File: src/rtl/cart_mem_bridge_if.sv
// rtl/cart_mem_bridge_if.sv - CPU bus, SDRAM and SRAM BRAM signals of the cartridge memory bridge
interface cart_mem_bridge_if #(
    parameter int SRAM_AW = 15
);
    logic               cs;
    logic               mreq;
    logic               rd;
    logic               wr;
    logic [24:0]        mem_addr;
    logic               sram_oe;
    logic               sram_we;
    logic [2:0]         sram_size;
    logic [7:0]         d_from_cpu;
    logic [24:0]        sdram_addr;
    logic               sdram_rd;
    logic               sdram_ready;
    logic [7:0]         sdram_q;
    logic [SRAM_AW-1:0] bram_addr;
    logic [7:0]         bram_din;
    logic               bram_we;
    logic [7:0]         bram_q;
    logic [7:0]         d_to_cpu;
    logic               cart_oe;
    logic               wait_n;

    modport slave (
        input  cs, mreq, rd, wr, mem_addr, sram_oe, sram_we, sram_size, d_from_cpu,
        input  sdram_ready, sdram_q, bram_q,
        output sdram_addr, sdram_rd, bram_addr, bram_din, bram_we,
        output d_to_cpu, cart_oe, wait_n
    );

    modport master (
        output cs, mreq, rd, wr, mem_addr, sram_oe, sram_we, sram_size, d_from_cpu,
        output sdram_ready, sdram_q, bram_q,
        input  sdram_addr, sdram_rd, bram_addr, bram_din, bram_we,
        input  d_to_cpu, cart_oe, wait_n
    );
endinterface

File: src/rtl/cart_mem_bridge.sv
// rtl/cart_mem_bridge.sv - turns mapped Z80 cartridge accesses into SDRAM ROM reads and BRAM SRAM accesses
module cart_mem_bridge #(
    parameter int          SRAM_AW  = 15,
    parameter int          TIMEOUT  = 64,
    parameter logic [24:0] ROM_BASE = 25'h0000000
) (
    input  logic            clk,
    input  logic            reset,
    cart_mem_bridge_if.slave bus
);
    localparam int CW = $clog2(TIMEOUT) + 1;

    typedef enum logic [2:0] {
        IDLE,
        RREQ,
        RWAIT,
        SR1,
        SR2,
        SW,
        DONE
    } state_t;

    state_t             state_q, state_d;
    logic               acc_q, acc_d;
    logic [CW-1:0]      cnt_q, cnt_d;
    logic [24:0]        sdram_addr_q, sdram_addr_d;
    logic               sdram_rd_q, sdram_rd_d;
    logic [SRAM_AW-1:0] bram_addr_q, bram_addr_d;
    logic [7:0]         bram_din_q, bram_din_d;
    logic               bram_we_q, bram_we_d;
    logic [7:0]         d_to_cpu_q, d_to_cpu_d;
    logic               cart_oe_q, cart_oe_d;
    logic               wait_n_q, wait_n_d;

    logic               acc;
    logic               start;
    logic [4:0]         sram_blk;
    logic               sram_hit;
    logic [SRAM_AW-1:0] sram_mask;
    logic               rd_stall;
    logic               fin;
    logic [7:0]         fin_data;

    assign acc      = bus.cs & bus.mreq & (bus.rd | bus.wr);
    assign start    = acc & ~acc_q;
    assign sram_blk = bus.mem_addr[14:10] >> (bus.sram_size - 3'd1);
    assign sram_hit = (bus.sram_size != 3'd0) && (sram_blk == 5'd0);
    // Window of 2^(size+9) bytes; sizes of 32 KB and above keep every address bit.
    assign sram_mask = ~({SRAM_AW{1'b1}} << ({1'b0, bus.sram_size} + 4'd9));

    // Reads that will stall must pull WAIT low in the start cycle itself so T2 sees it.
    assign rd_stall = (state_q == IDLE) & start & bus.rd & ~(bus.sram_oe & ~sram_hit);

    always_comb begin
        state_d      = state_q;
        acc_d        = acc;
        cnt_d        = cnt_q + CW'(1);
        sdram_addr_d = sdram_addr_q;
        sdram_rd_d   = 1'b0;
        bram_addr_d  = bram_addr_q;
        bram_din_d   = bram_din_q;
        bram_we_d    = 1'b0;
        d_to_cpu_d   = d_to_cpu_q;
        cart_oe_d    = cart_oe_q;
        wait_n_d     = wait_n_q;
        fin          = 1'b0;
        fin_data     = 8'hFF;

        case (state_q)
            IDLE: begin
                if (start) begin
                    if (bus.rd) begin
                        if (bus.sram_oe && sram_hit) begin
                            state_d     = SR1;
                            bram_addr_d = bus.mem_addr[SRAM_AW-1:0] & sram_mask;
                            wait_n_d    = 1'b0;
                        end else if (bus.sram_oe) begin
                            fin      = 1'b1;
                            fin_data = 8'hFF;
                        end else begin
                            state_d      = RREQ;
                            sdram_addr_d = bus.mem_addr + ROM_BASE;
                            sdram_rd_d   = 1'b1;
                            wait_n_d     = 1'b0;
                        end
                    end else if (bus.sram_we && sram_hit) begin
                        state_d     = SW;
                        bram_addr_d = bus.mem_addr[SRAM_AW-1:0] & sram_mask;
                        bram_din_d  = bus.d_from_cpu;
                        bram_we_d   = 1'b1;
                    end
                end
            end
            RREQ: begin
                state_d = RWAIT;
            end
            RWAIT: begin
                if (bus.sdram_ready) begin
                    fin      = 1'b1;
                    fin_data = bus.sdram_q;
                end else if (cnt_q == CW'(TIMEOUT - 1)) begin
                    fin      = 1'b1;
                    fin_data = 8'hFF;
                end
            end
            SR1: begin
                state_d = SR2;
            end
            SR2: begin
                fin      = 1'b1;
                fin_data = bus.bram_q;
            end
            SW: begin
                state_d = IDLE;
            end
            DONE: begin
                if (!acc) begin
                    state_d    = IDLE;
                    cart_oe_d  = 1'b0;
                    d_to_cpu_d = 8'hFF;
                end
            end
            default: begin
                state_d = IDLE;
            end
        endcase

        // A CPU that dropped its strobe mid-access never gets the bus driven.
        if (fin) begin
            wait_n_d = 1'b1;
            if (acc) begin
                state_d    = DONE;
                cart_oe_d  = 1'b1;
                d_to_cpu_d = fin_data;
            end else begin
                state_d = IDLE;
            end
        end

        if (state_d != state_q) begin
            cnt_d = '0;
        end
    end

    always_ff @(posedge clk or posedge reset) begin
        if (reset) begin
            state_q      <= IDLE;
            acc_q        <= 1'b0;
            cnt_q        <= '0;
            sdram_addr_q <= '0;
            sdram_rd_q   <= 1'b0;
            bram_addr_q  <= '0;
            bram_din_q   <= '0;
            bram_we_q    <= 1'b0;
            d_to_cpu_q   <= 8'hFF;
            cart_oe_q    <= 1'b0;
            wait_n_q     <= 1'b1;
        end else begin
            state_q      <= state_d;
            acc_q        <= acc_d;
            cnt_q        <= cnt_d;
            sdram_addr_q <= sdram_addr_d;
            sdram_rd_q   <= sdram_rd_d;
            bram_addr_q  <= bram_addr_d;
            bram_din_q   <= bram_din_d;
            bram_we_q    <= bram_we_d;
            d_to_cpu_q   <= d_to_cpu_d;
            cart_oe_q    <= cart_oe_d;
            wait_n_q     <= wait_n_d;
        end
    end

    assign bus.sdram_addr = sdram_addr_q;
    assign bus.sdram_rd   = sdram_rd_q;
    assign bus.bram_addr  = bram_addr_q;
    assign bus.bram_din   = bram_din_q;
    assign bus.bram_we    = bram_we_q;
    assign bus.d_to_cpu   = d_to_cpu_q;
    assign bus.cart_oe    = cart_oe_q;
    assign bus.wait_n     = wait_n_q & ~(rd_stall & ~reset);
endmodule

File: src/flat_wrapper.sv
// flat-port wrapper written by rule: the top's interface ports become plain ports
module cart_mem_bridge_flat 
#(
    parameter int          SRAM_AW  = 15,
    parameter int          TIMEOUT  = 64,
    parameter logic [24:0] ROM_BASE = 25'h0000000
)
  (clk, reset, bus_cs, bus_mreq, bus_rd, bus_wr, bus_mem_addr, bus_sram_oe, bus_sram_we, bus_sram_size, bus_d_from_cpu, bus_sdram_ready, bus_sdram_q, bus_bram_q, bus_sdram_addr, bus_sdram_rd, bus_bram_addr, bus_bram_din, bus_bram_we, bus_d_to_cpu, bus_cart_oe, bus_wait_n);
  cart_mem_bridge_if #(.SRAM_AW(SRAM_AW)) bus_i ();
  input  logic clk;
  input  logic reset;
  input wire logic [$bits(bus_i.cs)-1:0] bus_cs;
  input wire logic [$bits(bus_i.mreq)-1:0] bus_mreq;
  input wire logic [$bits(bus_i.rd)-1:0] bus_rd;
  input wire logic [$bits(bus_i.wr)-1:0] bus_wr;
  input wire logic [$bits(bus_i.mem_addr)-1:0] bus_mem_addr;
  input wire logic [$bits(bus_i.sram_oe)-1:0] bus_sram_oe;
  input wire logic [$bits(bus_i.sram_we)-1:0] bus_sram_we;
  input wire logic [$bits(bus_i.sram_size)-1:0] bus_sram_size;
  input wire logic [$bits(bus_i.d_from_cpu)-1:0] bus_d_from_cpu;
  input wire logic [$bits(bus_i.sdram_ready)-1:0] bus_sdram_ready;
  input wire logic [$bits(bus_i.sdram_q)-1:0] bus_sdram_q;
  input wire logic [$bits(bus_i.bram_q)-1:0] bus_bram_q;
  output wire logic [$bits(bus_i.sdram_addr)-1:0] bus_sdram_addr;
  output wire logic [$bits(bus_i.sdram_rd)-1:0] bus_sdram_rd;
  output wire logic [$bits(bus_i.bram_addr)-1:0] bus_bram_addr;
  output wire logic [$bits(bus_i.bram_din)-1:0] bus_bram_din;
  output wire logic [$bits(bus_i.bram_we)-1:0] bus_bram_we;
  output wire logic [$bits(bus_i.d_to_cpu)-1:0] bus_d_to_cpu;
  output wire logic [$bits(bus_i.cart_oe)-1:0] bus_cart_oe;
  output wire logic [$bits(bus_i.wait_n)-1:0] bus_wait_n;
  assign bus_i.cs = bus_cs;
  assign bus_i.mreq = bus_mreq;
  assign bus_i.rd = bus_rd;
  assign bus_i.wr = bus_wr;
  assign bus_i.mem_addr = bus_mem_addr;
  assign bus_i.sram_oe = bus_sram_oe;
  assign bus_i.sram_we = bus_sram_we;
  assign bus_i.sram_size = bus_sram_size;
  assign bus_i.d_from_cpu = bus_d_from_cpu;
  assign bus_i.sdram_ready = bus_sdram_ready;
  assign bus_i.sdram_q = bus_sdram_q;
  assign bus_i.bram_q = bus_bram_q;
  assign bus_sdram_addr = bus_i.sdram_addr;
  assign bus_sdram_rd = bus_i.sdram_rd;
  assign bus_bram_addr = bus_i.bram_addr;
  assign bus_bram_din = bus_i.bram_din;
  assign bus_bram_we = bus_i.bram_we;
  assign bus_d_to_cpu = bus_i.d_to_cpu;
  assign bus_cart_oe = bus_i.cart_oe;
  assign bus_wait_n = bus_i.wait_n;
  cart_mem_bridge #(.SRAM_AW(SRAM_AW), .TIMEOUT(TIMEOUT), .ROM_BASE(ROM_BASE)) u_core (.clk(clk), .reset(reset), .bus(bus_i));
endmodule
File: config.mk
export PLATFORM = sky130hd
export DESIGN_NAME = cart_mem_bridge_flat
export DESIGN_NICKNAME = d
export VERILOG_FILES = /design/src/rtl/cart_mem_bridge_if.sv /design/src/rtl/cart_mem_bridge.sv /design/src/flat_wrapper.sv
export SDC_FILE = /design/constraint.sdc
export NUM_CORES = 1
export LEC_CHECK = 0
export BUFFER_PORTS_ARGS = -buffer_cell sky130_fd_sc_hd__buf_2
export CORE_ASPECT_RATIO = 0.6
export CORE_UTILIZATION = 40
export DETAILED_ROUTE_END_ITERATION = 10
export GPL_TIMING_DRIVEN = 0
export PLACE_DENSITY = 0.69
export SYNTH_ARGS = -nofsm -noshare
export SYNTH_HDL_FRONTEND = slang
export SYNTH_SLANG_ARGS = --single-unit
File: constraint.sdc
create_clock -name clk -period 3.1 [get_ports clk]
set_clock_uncertainty 0.15 [all_clocks]
set_input_delay 0.62 -clock clk [delete_from_list [all_inputs] [get_ports clk]]
set_output_delay 0.62 -clock clk [all_outputs]
set_load 0.005 [all_outputs]
### Word level (Yosys, flattened, before mapping)

Index checks and enable logic that the tools add are counted.

* multiplexer cells: 45
* add/sub/neg operators: 3
* reduce and logical (&&, ||, !) cells: 15
* bitwise logic cells: 20
* shift-type cells: 2
* equal/unequal tests: 9

Operator list (number)
* 2-to-1 mux 15 bit: 3
* 2-to-1 mux 8 bit: 5
* 2-to-1 mux 1 bit: 25
* 2-to-1 mux 3 bit: 8
* case mux 8 bit (2 select lines): 1
* bitwise AND 15 bit: 1
* inverter 15 bit: 1
* case mux 3 bit (5 select lines): 1
* left shift 15 x 4 -> 15 bit (first input constant): 1
* AND reduction 4 bit: 3
* bitwise AND 1 bit: 9
* inverter 1 bit: 8
* nonzero test 2 bit: 4
* adder 7 x 1 -> 7 bit (second input constant): 1
* equality test 7 x 6 -> 1 bit (second input constant): 1
* 2-to-1 mux 7 bit: 1
* equality test 3 x 2 -> 1 bit (second input constant): 2
* equality test 3 bit (second input constant): 2
* zero test 5 bit: 1
* AND reduction 5 bit: 1
* >> shifter 5 x 3 -> 5 bit: 1
* adder 3 x 4 -> 4 bit (second input constant): 1
* equality test 3 x 1 -> 1 bit (second input constant): 1
* logical AND 1 bit: 3
* 9 further kinds: 9

* bits in registers: 71
* word-level logic and storage cells: 105
* output and inout bits: 60
* bits of input ports: 61

### Longest topological paths before layout

Gate-level depths: netlist (run 1).

* depth in word-level cells: 12
* gate-level depth with buffers: 11
* depth with buffers taken out: 8

### Least setup slack after synthesis (run 1)

OpenSTA, ideal clock, no wires.

* kind: input to output
* start point: input port bus_sram_size[0]
* end point: output port bus_wait_n
* arrival: 2361 ps
* slack: -31 ps
* stages on the path: 9
* required time: 2330 ps
* buffers on the path: 2
* path through: buf_6 > inv_1 > ha_1 > clkbuf_1 > mux4_2 > and2_4 > a211oi_4 > o21bai_1 > o21a_1

* cells in the longest elaborated chain, start to end: 11
* elaborated cells between the ends (all ways): 12

Ends and longest elaborated chain
* start, declared: line flat_wrapper.sv:19 `input wire logic [$bits(bus_i.sram_size)-1:0] bus_sram_size;`
* subtractor 3 x 1 -> 3 bit: line cart_mem_bridge.sv:46 `assign sram_blk = bus.mem_addr[14:10] >> (bus.sram_size - 3'd1);`
* >> shifter 5 x 3 -> 5 bit: line cart_mem_bridge.sv:46
* zero test 5 bit: line cart_mem_bridge.sv:47 `assign sram_hit = (bus.sram_size != 3'd0) && (sram_blk == 5'd0);`
* logical AND 1 bit *: line cart_mem_bridge.sv:47
* inverter 1 bit *: line cart_mem_bridge.sv:52 `assign rd_stall = (state_q == IDLE) & start & bus.rd & ~(bus.sram_oe & ~sram_hit);`
* bitwise AND 1 bit *: line cart_mem_bridge.sv:52
* inverter 1 bit *: line cart_mem_bridge.sv:52
* bitwise AND 1 bit *: line cart_mem_bridge.sv:52
* bitwise AND 1 bit *: line cart_mem_bridge.sv:180 `assign bus.wait_n = wait_n_q & ~(rd_stall & ~reset);`
* inverter 1 bit *: line cart_mem_bridge.sv:180
* bitwise AND 1 bit *: line cart_mem_bridge.sv:180
* end, declared: line flat_wrapper.sv:31 `output wire logic [$bits(bus_i.wait_n)-1:0] bus_wait_n;`

Mark *: on every way between the ends. The rest lies on a longest branch, timed or not.

### Worst setup path after layout (run 1)

* start point: input port bus_sram_size[1]
* end point: output port bus_wait_n

Same word-level chain as after synthesis.

==> results of run 1 <==
[state kept, by name (all words and copies together), names as in the netlist]
name and count:
u_core.state_q 3, u_core.bus.sdram_rd 1, u_core.cnt_q 7, u_core.bus.sdram_addr 25, u_core.wait_n_q 1, u_core.bus.bram_din 8
u_core.bus.cart_oe 1, u_core.bus.d_to_cpu 8, u_core.bus.bram_addr 15, u_core.bus.bram_we 1, u_core.acc_q 1
[path summary, 6_finish.rpt]
path	endpoint	depth (start not counted)
worst max-delay path	bus_wait_n	9
min in group asynchronous	u_core.bus.sdram_addr[14]	2
worst max register to register	u_core.bus.d_to_cpu[4]	6
worst min register to register	u_core.bus.bram_addr[11]	2
worst min-delay path	u_core.bus.bram_addr[11]	2
max in group asynchronous	u_core.bus.sdram_addr[6]	2
[Yosys cell counts (4+ instances only)]
cell type / count / area share [%]
xnor2_1: 5 / 1.3
ha_1: 7 / 2.6
mux2_4: 8 / 3.6
nand3_1: 12 / 1.8
and3_1: 4 / 0.74
o21ai_0: 16 / 2.4
dfstp_2: 9 / 7.0
nand2b_1: 12 / 2.2
a22oi_1: 9 / 2.0
mux2_2: 25 / 8.3
a21oi_1: 7 / 1.0
nor2b_1: 4 / 0.74
a2bb2oi_1: 9 / 2.3
inv_1: 13 / 1.4
dfrtp_1: 62 / 46
clkbuf_1: 6 / 0.67
nand2_1: 24 / 2.7
o21ai_1: 9 / 1.3
nor2_1: 13 / 1.4
[power by group]
group	leakage, nW	switching, mW	internal (mW)
clock network	0.151	0.359	0.657
logic	1.20	0.556	0.632
registers	0.903	0.181	1.30
total	2.26	1.10	2.59
[worst register-to-register path, delay by kind of cell (launching register included)]
| kind | cells | cell delay (ps) |
|---|---|---|
| compound gates | 2 | 290 |
| buf+inv | 2 | 700 |
| flops | 1 | 400 |
| simple gates | 2 | 900 |
[metal layers]
layer  vias to the layer above  GRT usage [%]  share of wire (%)
met4                         0           5.90               0.98
met3                         7           5.78                4.8
met5                         -              0                  0
met1                      1317           28.3                 51
met2                        70           29.1                 44
li1                       1314              -                  -
[logic make-up after synthesis]
| family | Yosys count | share of synthesized area, % |
|---|---|---|
| AND/OR/NAND/NOR | 82 | 12.5 |
| flip-flops | 71 | 53.0 |
| AO/OA/AOI/OAI | 67 | 14.1 |
| multiplexers | 34 | 12.6 |
| buffers and inverters | 26 | 3.45 |
| XOR/XNOR | 7 | 1.82 |
| adder cells (fa/ha/maj) | 7 | 2.60 |
[stage by stage]
step	hold slack [ps]	setup TNS, ps	util (%)
floorplan	298	0	-
global placement	312	-21950	51.3
detailed placement	319	-3150	51.4
CTS	331	0	56.0
global route	348	0	55.7
finish	323	0	55.7
[repair_timing]
item,4_1_cts,5_1_grt
gates cloned,1,0
gates resized for setup,6,1
buffers inserted,5,0
hold buffers,0,0
hold endpoints to repair,0,0
pin swaps,2,3
endpoints found under the setup margin,1,1
[area by class of cell]
class | count | share of cell area, %
inverter | 13 | 1.21
buffer | 11 | 1.18
clock inverter | 4 | 1.01
tap | 108 | 3.03
multi-input combinational | 197 | 33.3
sequential | 71 | 40.1
timing repair buffer | 126 | 14.6
clock buffer | 11 | 5.66
==> flow_metrics.py, run 1 <==
metrics = {
    "clock_tree": {
        "clock_tree.htree_level_count": 3,
        "clk_transition_reported_paths_ps": 50,
        "clk_latency_ps": 320,
        "cts_made_buffers": 9,
        "cell_at_the_root_of_the_clock_tree": "clkbuf_16",
        "tritoncts": "done",
        "cts.path.max_buffers": 2,
        "cts.sinks": 71,
    },
    "worst_setup_path": {
        "worstPathBufferInverterCount": 3,
        "setup.reg_to_reg.worst_slack_ps": 540,
        "start_kind": "input port",
        "setup.worst_path.end_class": "primary output",
        "critical-path-top-cell-by-count": "buf_2",
        "worstSetupPathType": "in -> out",
        "reg2reg_from": "u_core.state_q[2]",
        "critical_path_source": "bus_sram_size[1]",
        "timing.critical_path.cells": "buf_2 -> inv_1 -> ha_4 -> mux4_2 -> and2_4 -> a211oi_4 -> o21bai_2 -> o21a_1 -> buf_2",
        "critical_path.max_stage_delay_ps": 300,
        "timing.critical_path.required_ps": 2330,
        "cpLargestDelayFamily": "compound AO/OA/AOI/OAI gates",
        "timing.critical_path.arrival_ps": 2250,
        "crit_fanout": 6,
        "cp_slowest_cell": "ha_4",
    },
    "logic_synthesis": {
        "synth_warnings": 0,
        "number_of_enable_flip_flop_cells_after_synthesis": 0,
        "synthDistinctLibCells": 47,
        "async_set_or_reset_flop_fraction_in_the_synthesized_netlist_pct": 100,
        "synth_ff_type": "dfrtp_1",
        "syn-num-nets": 362,
        "sequential_share_of_the_synthesized_area_pct": 53.0,
        "syn-mean-instance-area_um2": 11.5,
        "ys_seq_elements": 71,
        "mappedNetlistArea_um2": 3370,
        "synth_cells": 294,
    },
    "pwr": {
        "cellPowerDensity_nw_per_um2": 825,
        "ir_drop_mv": 0.381,
        "static-leakage-power_nw": 2.26,
        "fin_total_pwr_mw": 3.68,
    },
    "layout": {
        "nNetsFinal": 497,
        "summed_area_of_non_filler_cells_in_the_final_layout_um2": 4460,
        "ff_latch_area_um2": 1790,
        "share_of_layout_cells_above_drive_strength_1_pct": 46.0,
        "mostFrequentLayoutCell": "buf_2",
        "most-common-layout-cells": "123 x buf_2, 62 x dfrtp_1, 25 x mux2_2",
        "antennaDiodeCount": 0,
        "fillerInstances": 723,
        "footprint_of_the_multi_input_gates_um2": 1490,
        "layoutNonFillerInstCount": 541,
        "syn_to_final_growth_pct": 32.3,
    },
    "timing": {
        "max_slew.worst_pin.slew_ps": 915,
        "setup_viol": 0,
        "setup_ws_post_layout_ps": 83.7,
        "achievable-frequency_ghz": 0.332,
        "grt_setup_unrepaired": "no",
        "timing_max_transition_violations_final": 0,
        "slew-limit-headroom_pct": 38.5,
        "final.min_clock_period_ps": 3020,
        "final.period_utilization_pct": 97.3,
        "hold_viol_final": 0,
    },
    "global_routing": {
        "grt_pass1_wl_mm": 13.2,
        "grt_remaining_overflow": 0,
        "first_global_vias": 2657,
        "antenna_found_initial": 0,
        "grt_max_degree": 72,
        "grt.total_usage_pct": 19.8,
    },
    "drt": {
        "detail_route.wirelength_mm": 8.08,
        "dr.pass1.iters": 4,
        "detailroute.via_count": 2708,
        "antenna_left": 0,
        "post_drt_wl_per_cell_um": 14.9,
        "avgViaCountPerCell": 5.01,
        "drcViolationCount": 0,
        "drtIter0Drc": 137,
    },
    "outcome": {
        "run_status": "finished, final reports clean",
    },
    "place": {
        "dpl.hpwl_mm": 6.03,
        "dpl.cell_count": 522,
        "placed_area_um2": 4110,
        "detailedPlace.worstSlack_ps": -362,
        "gpl.final_weighted_congestion": 0.883,
        "numPortBuffers": 120,
    },
    "floorplanning": {
        "core_region_area_um2": 8010,
        "initial_utilization_pct": 42.1,
        "floorplan.die.width_um": 121,
        "die_area_um2": 8820,
        "floorplan.die.height_um": 73.1,
        "rows": 25,
        "ports": 121,
    },
    "min_path": {
        "classification_of_the_worst_slack_hold_path": "reg -> reg",
        "hold_path_startpoint": "u_core.bus.bram_addr[11]",
    },
    "job": {
        "max_cap_viol_count": 0,
    },
}
Power figures use the tool's default switching activity.
==> run 2: changes to the inputs <==
Settings changed: CORE_UTILIZATION 40 to 45, PLACE_DENSITY 0.69 to 0.76.
==> flow_metrics.py, run 2 (synthesis results as in run 1) <==
metrics = {
    "outcome": {
        "run_status": "finished, final reports clean",
    },
    "global_routing": {
        "grt_pass1_wl_mm": 12.8,
        "grt.total_usage_pct": 21.3,
        "antenna_found_initial": 0,
        "grt_max_degree": 72,
        "grt_remaining_overflow": 0,
        "first_global_vias": 2656,
    },
    "layout": {
        "mostFrequentLayoutCell": "buf_2",
        "fillerInstances": 623,
        "summed_area_of_non_filler_cells_in_the_final_layout_um2": 4460,
        "nNetsFinal": 496,
        "final_core_util_pct": 61.4,
        "antennaDiodeCount": 0,
        "flip_flop_count_of_the_largest_register_all_copies_and_words_added": 25,
        "syn_to_final_growth_pct": 32.3,
        "share_of_layout_cells_above_drive_strength_1_pct": 46.1,
        "most-common-layout-cells": "121 x buf_2, 62 x dfrtp_1, 25 x mux2_2",
        "layoutNonFillerInstCount": 536,
    },
    "timing": {
        "grt_setup_unrepaired": "no",
        "final.min_clock_period_ps": 3020,
        "hold-worst-slack_ps": 327,
        "hold_viol_final": 0,
        "tns_ps": 0,
        "slew-limit-headroom_pct": 33.1,
        "max_slew.worst_pin.slew_ps": 995,
        "achievable-frequency_ghz": 0.331,
        "setup_viol": 0,
        "final.period_utilization_pct": 97.5,
        "timing_max_transition_violations_final": 0,
    },
    "drt": {
        "dr.pass1.iters": 4,
        "detailroute.wirelength.met2_mm": 3.47,
        "met3_wirelength_from_detailed_routing_um": 580,
        "detail_route.wirelength_mm": 7.95,
        "route.top_layer_used": "met4",
        "antenna_left": 0,
        "met1_length_mm": 3.78,
        "detailroute.via_count": 2748,
        "avgViaCountPerCell": 5.13,
        "drcViolationCount": 0,
        "drtIter0Drc": 219,
        "post_drt_wl_per_cell_um": 14.8,
    },
    "worst_setup_path": {
        "start_kind": "input port",
        "reg2reg_to": "u_core.bus.d_to_cpu[5]",
        "cp_slowest_cell": "mux4_2",
        "setup.worst_path.end_class": "primary output",
        "timing.critical_path.required_ps": 2330,
        "setup.reg_to_reg.worst_slack_ps": 520,
        "timing.critical_path.cells": "buf_8 -> inv_2 -> ha_4 -> buf_8 -> mux4_2 -> and2_4 -> a211oi_4 -> o21bai_2 -> o21a_1 -> buf_2",
        "worstSetupPathType": "in -> out",
        "reg2reg_from": "u_core.state_q[2]",
        "crit_fanout": 10,
        "timing.critical_path.arrival_ps": 2250,
        "critical_path.max_stage_delay_ps": 280,
        "rr_worst_depth": 6,
        "critical-path-top-cell-by-count": "buf_8",
        "worstPathBufferInverterCount": 4,
        "cpLargestDelayFamily": "compound AO/OA/AOI/OAI gates",
    },
    "job": {
        "max_cap_viol_count": 0,
    },
    "clock_tree": {
        "cts.path.max_buffers": 2,
        "clock_tree.htree_level_count": 3,
        "cts.sinks": 71,
        "tritoncts": "done",
        "clk_transition_reported_paths_ps": 50,
        "holdBufCountCts": 0,
        "cell_at_the_root_of_the_clock_tree": "clkbuf_16",
        "clk_latency_ps": 320,
        "cts_made_buffers": 9,
    },
    "floorplanning": {
        "die_area_um2": 7860,
        "rows": 24,
        "initial_utilization_pct": 46.4,
        "ports": 121,
        "core_region_area_um2": 7270,
        "floorplan.die.width_um": 114,
        "floorplan.die.height_um": 69.1,
    },
    "place": {
        "dpl.cell_count": 518,
        "gpl.final_weighted_congestion": 0.909,
        "dpl.hpwl_mm": 5.81,
        "placed_area_um2": 4110,
        "numPortBuffers": 120,
    },
    "min_path": {
        "whs_endpoint": "u_core.cnt_q[0]",
        "whs_path_depth": 1,
        "classification_of_the_worst_slack_hold_path": "reg -> reg",
        "hold_path_startpoint": "u_core.cnt_q[0]",
    },
    "pwr": {
        "static-leakage-power_nw": 2.26,
        "ir_drop_mv": 0.450,
        "cellPowerDensity_nw_per_um2": 822,
    },
}
run 2: layout make-up:
| cell class | instances | area (um2) | area share, % |
|---|---|---|---|
| Sequential cell | 71 | 1790 | 40.1 |
| Multi-Input combinational cell | 197 | 1490 | 33.3 |
| Timing Repair Buffer | 124 | 643 | 14.4 |
| Clock buffer | 11 | 253 | 5.66 |
| Tap cell | 104 | 130 | 2.91 |
| Buffer | 12 | 67.6 | 1.51 |
| Inverter | 13 | 51.3 | 1.15 |
| Clock inverter | 4 | 45.0 | 1.01 |
run 2: what timing repair did:
item | 4_1_cts | 5_1_grt
setup endpoints to repair | 1 | 1
gates resized for setup | 5 | 6
pin swaps | 2 | 2
buffers inserted | 2 | 2
gates cloned | 0 | 0
run 2: worst max-delay path by stage:
stage                                start                       end  depth (start not counted)
after CTS                 bus_sram_size[0]                bus_wait_n                         10
after global routing      bus_sram_size[0]                bus_wait_n                         10
after global placement               reset  u_core.bus.sdram_addr[7]                          2
after detailed placement  bus_sram_size[0]                bus_wait_n                         11
final                     bus_sram_size[0]                bus_wait_n                         10
after floorplan           bus_sram_size[0]                bus_wait_n                          9
run 2: power breakdown:
part | total [mW] | switching (mW) | internal (mW)
registers | 1.47 | 0.177 | 1.30
logic | 1.18 | 0.551 | 0.634
clock network | 1.01 | 0.355 | 0.657
total | 3.67 | 1.08 | 2.59
run 2: layer usage:
metal	global-route usage (%)	vias to the layer above
met2	30.5	92
met5	0	-
met4	8.08	0
met3	7.30	11
li1	-	1304
met1	29.9	1341
run 2: stage by stage:
stage / setup WS [ps] / total power [mW]
finish: 77.7 / 3.67
global route: 2.29 / 3.91
CTS: 2.87 / 3.71
detailed placement: -339 / 2.66
global placement: -334 / 2.60
floorplan: 71.0 / 2.15
==> run 3: changes to the inputs <==
Settings changed: SETUP_SLACK_MARGIN set to 0.2.
==> flow_metrics.py, run 3 (synthesis results as in run 1) <==
metrics = {
    "worst_setup_path": {
        "crit_fanout": 6,
        "timing.critical_path.arrival_ps": 2210,
        "setup.worst_path.end_class": "primary output",
        "worstSetupPathType": "in -> out",
        "timing.critical_path.required_ps": 2330,
        "start_kind": "input port",
    },
    "layout": {
        "nNetsFinal": 498,
        "layoutNonFillerInstCount": 539,
        "most-common-layout-cells": "121 x buf_2, 62 x dfrtp_1, 25 x mux2_2",
        "mostFrequentLayoutCell": "buf_2",
        "antennaDiodeCount": 0,
        "syn_to_final_growth_pct": 32.0,
        "flip_flop_count_of_the_largest_register_all_copies_and_words_added": 25,
        "share_of_layout_cells_above_drive_strength_1_pct": 46.2,
    },
    "drt": {
        "drtIter0Drc": 205,
        "detailroute.via_count": 2705,
        "post_drt_wl_per_cell_um": 15.1,
        "detail_route.wirelength_mm": 8.12,
        "drcViolationCount": 0,
        "antenna_left": 0,
        "avgViaCountPerCell": 5.02,
        "dr.pass1.iters": 5,
    },
    "global_routing": {
        "first_global_vias": 2713,
        "antenna_found_initial": 0,
        "grt_max_degree": 72,
        "grt_remaining_overflow": 0,
        "grt.total_usage_pct": 22.4,
        "grt_pass1_wl_mm": 13.5,
    },
    "pwr": {
        "intPower_mw": 2.47,
        "fin_total_pwr_mw": 3.56,
        "power.switching_mw": 1.09,
        "static-leakage-power_nw": 2.25,
        "ir_drop_mv": 0.520,
        "cellPowerDensity_nw_per_um2": 800,
        "power_frac_clock_pct": 25.0,
        "power.switching_fraction_pct": 30.6,
        "share_seq_of_total_power_pct": 41.5,
        "power_frac_comb_pct": 33.5,
    },
    "timing": {
        "tns_ps": 0,
        "max_slew.worst_pin.slew_ps": 853,
        "hold_viol_final": 0,
        "final.period_utilization_pct": 96.3,
        "achievable-frequency_ghz": 0.335,
        "final.min_clock_period_ps": 2980,
        "slew-limit-headroom_pct": 43.1,
        "setup_ws_post_layout_ps": 116,
        "setup_viol": 0,
        "timing_max_transition_violations_final": 0,
        "grt_setup_unrepaired": "yes",
    },
    "floorplanning": {
        "die_area_um2": 7860,
        "rows": 24,
        "floorplan.die.width_um": 114,
        "core_region_area_um2": 7270,
        "initial_utilization_pct": 46.4,
        "ports": 121,
        "floorplan.die.height_um": 69.1,
    },
    "clock_tree": {
        "clock_tree.htree_level_count": 3,
        "clk_latency_ps": 330,
        "cts.sinks": 71,
        "tritoncts": "done",
        "cts.path.max_buffers": 2,
        "cts_made_buffers": 9,
        "cell_at_the_root_of_the_clock_tree": "clkbuf_16",
        "clk_transition_reported_paths_ps": 50,
        "holdBufCountCts": 0,
    },
    "place": {
        "gpl.final_weighted_congestion": 0.973,
        "dpl.cell_count": 518,
        "detailedPlace.worstSlack_ps": -190,
        "dpl.hpwl_mm": 5.99,
        "numPortBuffers": 120,
    },
    "outcome": {
        "run_status": "finished, final reports clean",
    },
    "min_path": {
        "classification_of_the_worst_slack_hold_path": "in -> async",
    },
    "job": {
        "max_cap_viol_count": 0,
    },
}
[run 3: cell types whose count changed in the layout (fill, tap and decap cells not counted), sizes merged]
cell | previous run | this run
clkbuf | 16 | 19
buf | 131 | 133
bufinv | 1 | 0
clkinv | 3 | 2
[run 3: worst paths after layout]
check                                  start                  endpoint  slack [ps]  cells after the start
max                         bus_sram_size[0]                bus_wait_n         120                     11
min                                    reset        u_core.bus.cart_oe         330                      2
max reg2reg                u_core.state_q[1]  u_core.bus.sdram_addr[1]         560                      7
min reg2reg                  u_core.cnt_q[0]           u_core.cnt_q[0]         330                      1
max in group asynchronous              reset  u_core.bus.sdram_addr[8]        1910                      2
min in group clk             u_core.cnt_q[0]           u_core.cnt_q[0]         330                      1
[run 3: critical path, stage by stage]
cell,delay (ps)
buf_6,100
buf_8,110
inv_6,50
ha_4,190
buf_8,120
mux4_2,270
and2_4,180
a211oi_4,180
o21bai_2,100
o21a_1,160
buf_2,130
[run 3: power by group through the flow]
stage	sequential [mW]	clock (mW)	combinational [mW]
6_report	1.48	0.890	1.20
5_1_grt	1.52	0.950	1.33
4_1_cts	1.48	0.920	1.20
3_5_place_dp	1.48	0	1.19
3_3_place_gp	1.46	0	1.15
2_1_floorplan	1.50	0	0.660
[run 3: repair_timing]
action | in CTS | in global routing
setup buffers | 4 | 1
endpoints found under the hold margin | 0 | 0
resized for setup | 4 | 11
setup endpoints to repair | 1 | 18
pin swaps | 3 | 3
[run 3: area by class of cell]
| cell class | instances | area [um2] |
|---|---|---|
| sequential | 71 | 1790 |
| fill | 630 | 2810 |
| clock inverter | 2 | 10.0 |
| multi-input combinational | 197 | 1490 |
| inverter | 13 | 56.3 |
| buffer | 13 | 86.3 |
| timing repair buffer | 125 | 647 |
| tap | 104 | 130 |
| clock buffer | 14 | 244 |
[run 3: metal layers]
layer / track usage [%] / vias up / wire length [um]
met2: 32.5 / 90 / 3520
met1: 32.3 / 1291 / 3990
met3: 6.42 / 9 / 519
li1: - / 1315 / -
met5: 0 / - / 0
met4: 7.36 / 0 / 91
[run 3: metrics by stage]
step	hold WS [ps]	cell area [um2]	utilization (%)
2_1_floorplan	298	3400	-
3_3_place_gp	310	4130	56.9
3_5_place_dp	322	4140	56.9
4_1_cts	329	4430	61.0
5_1_grt	358	4450	61.3
6_report	329	4450	61.3
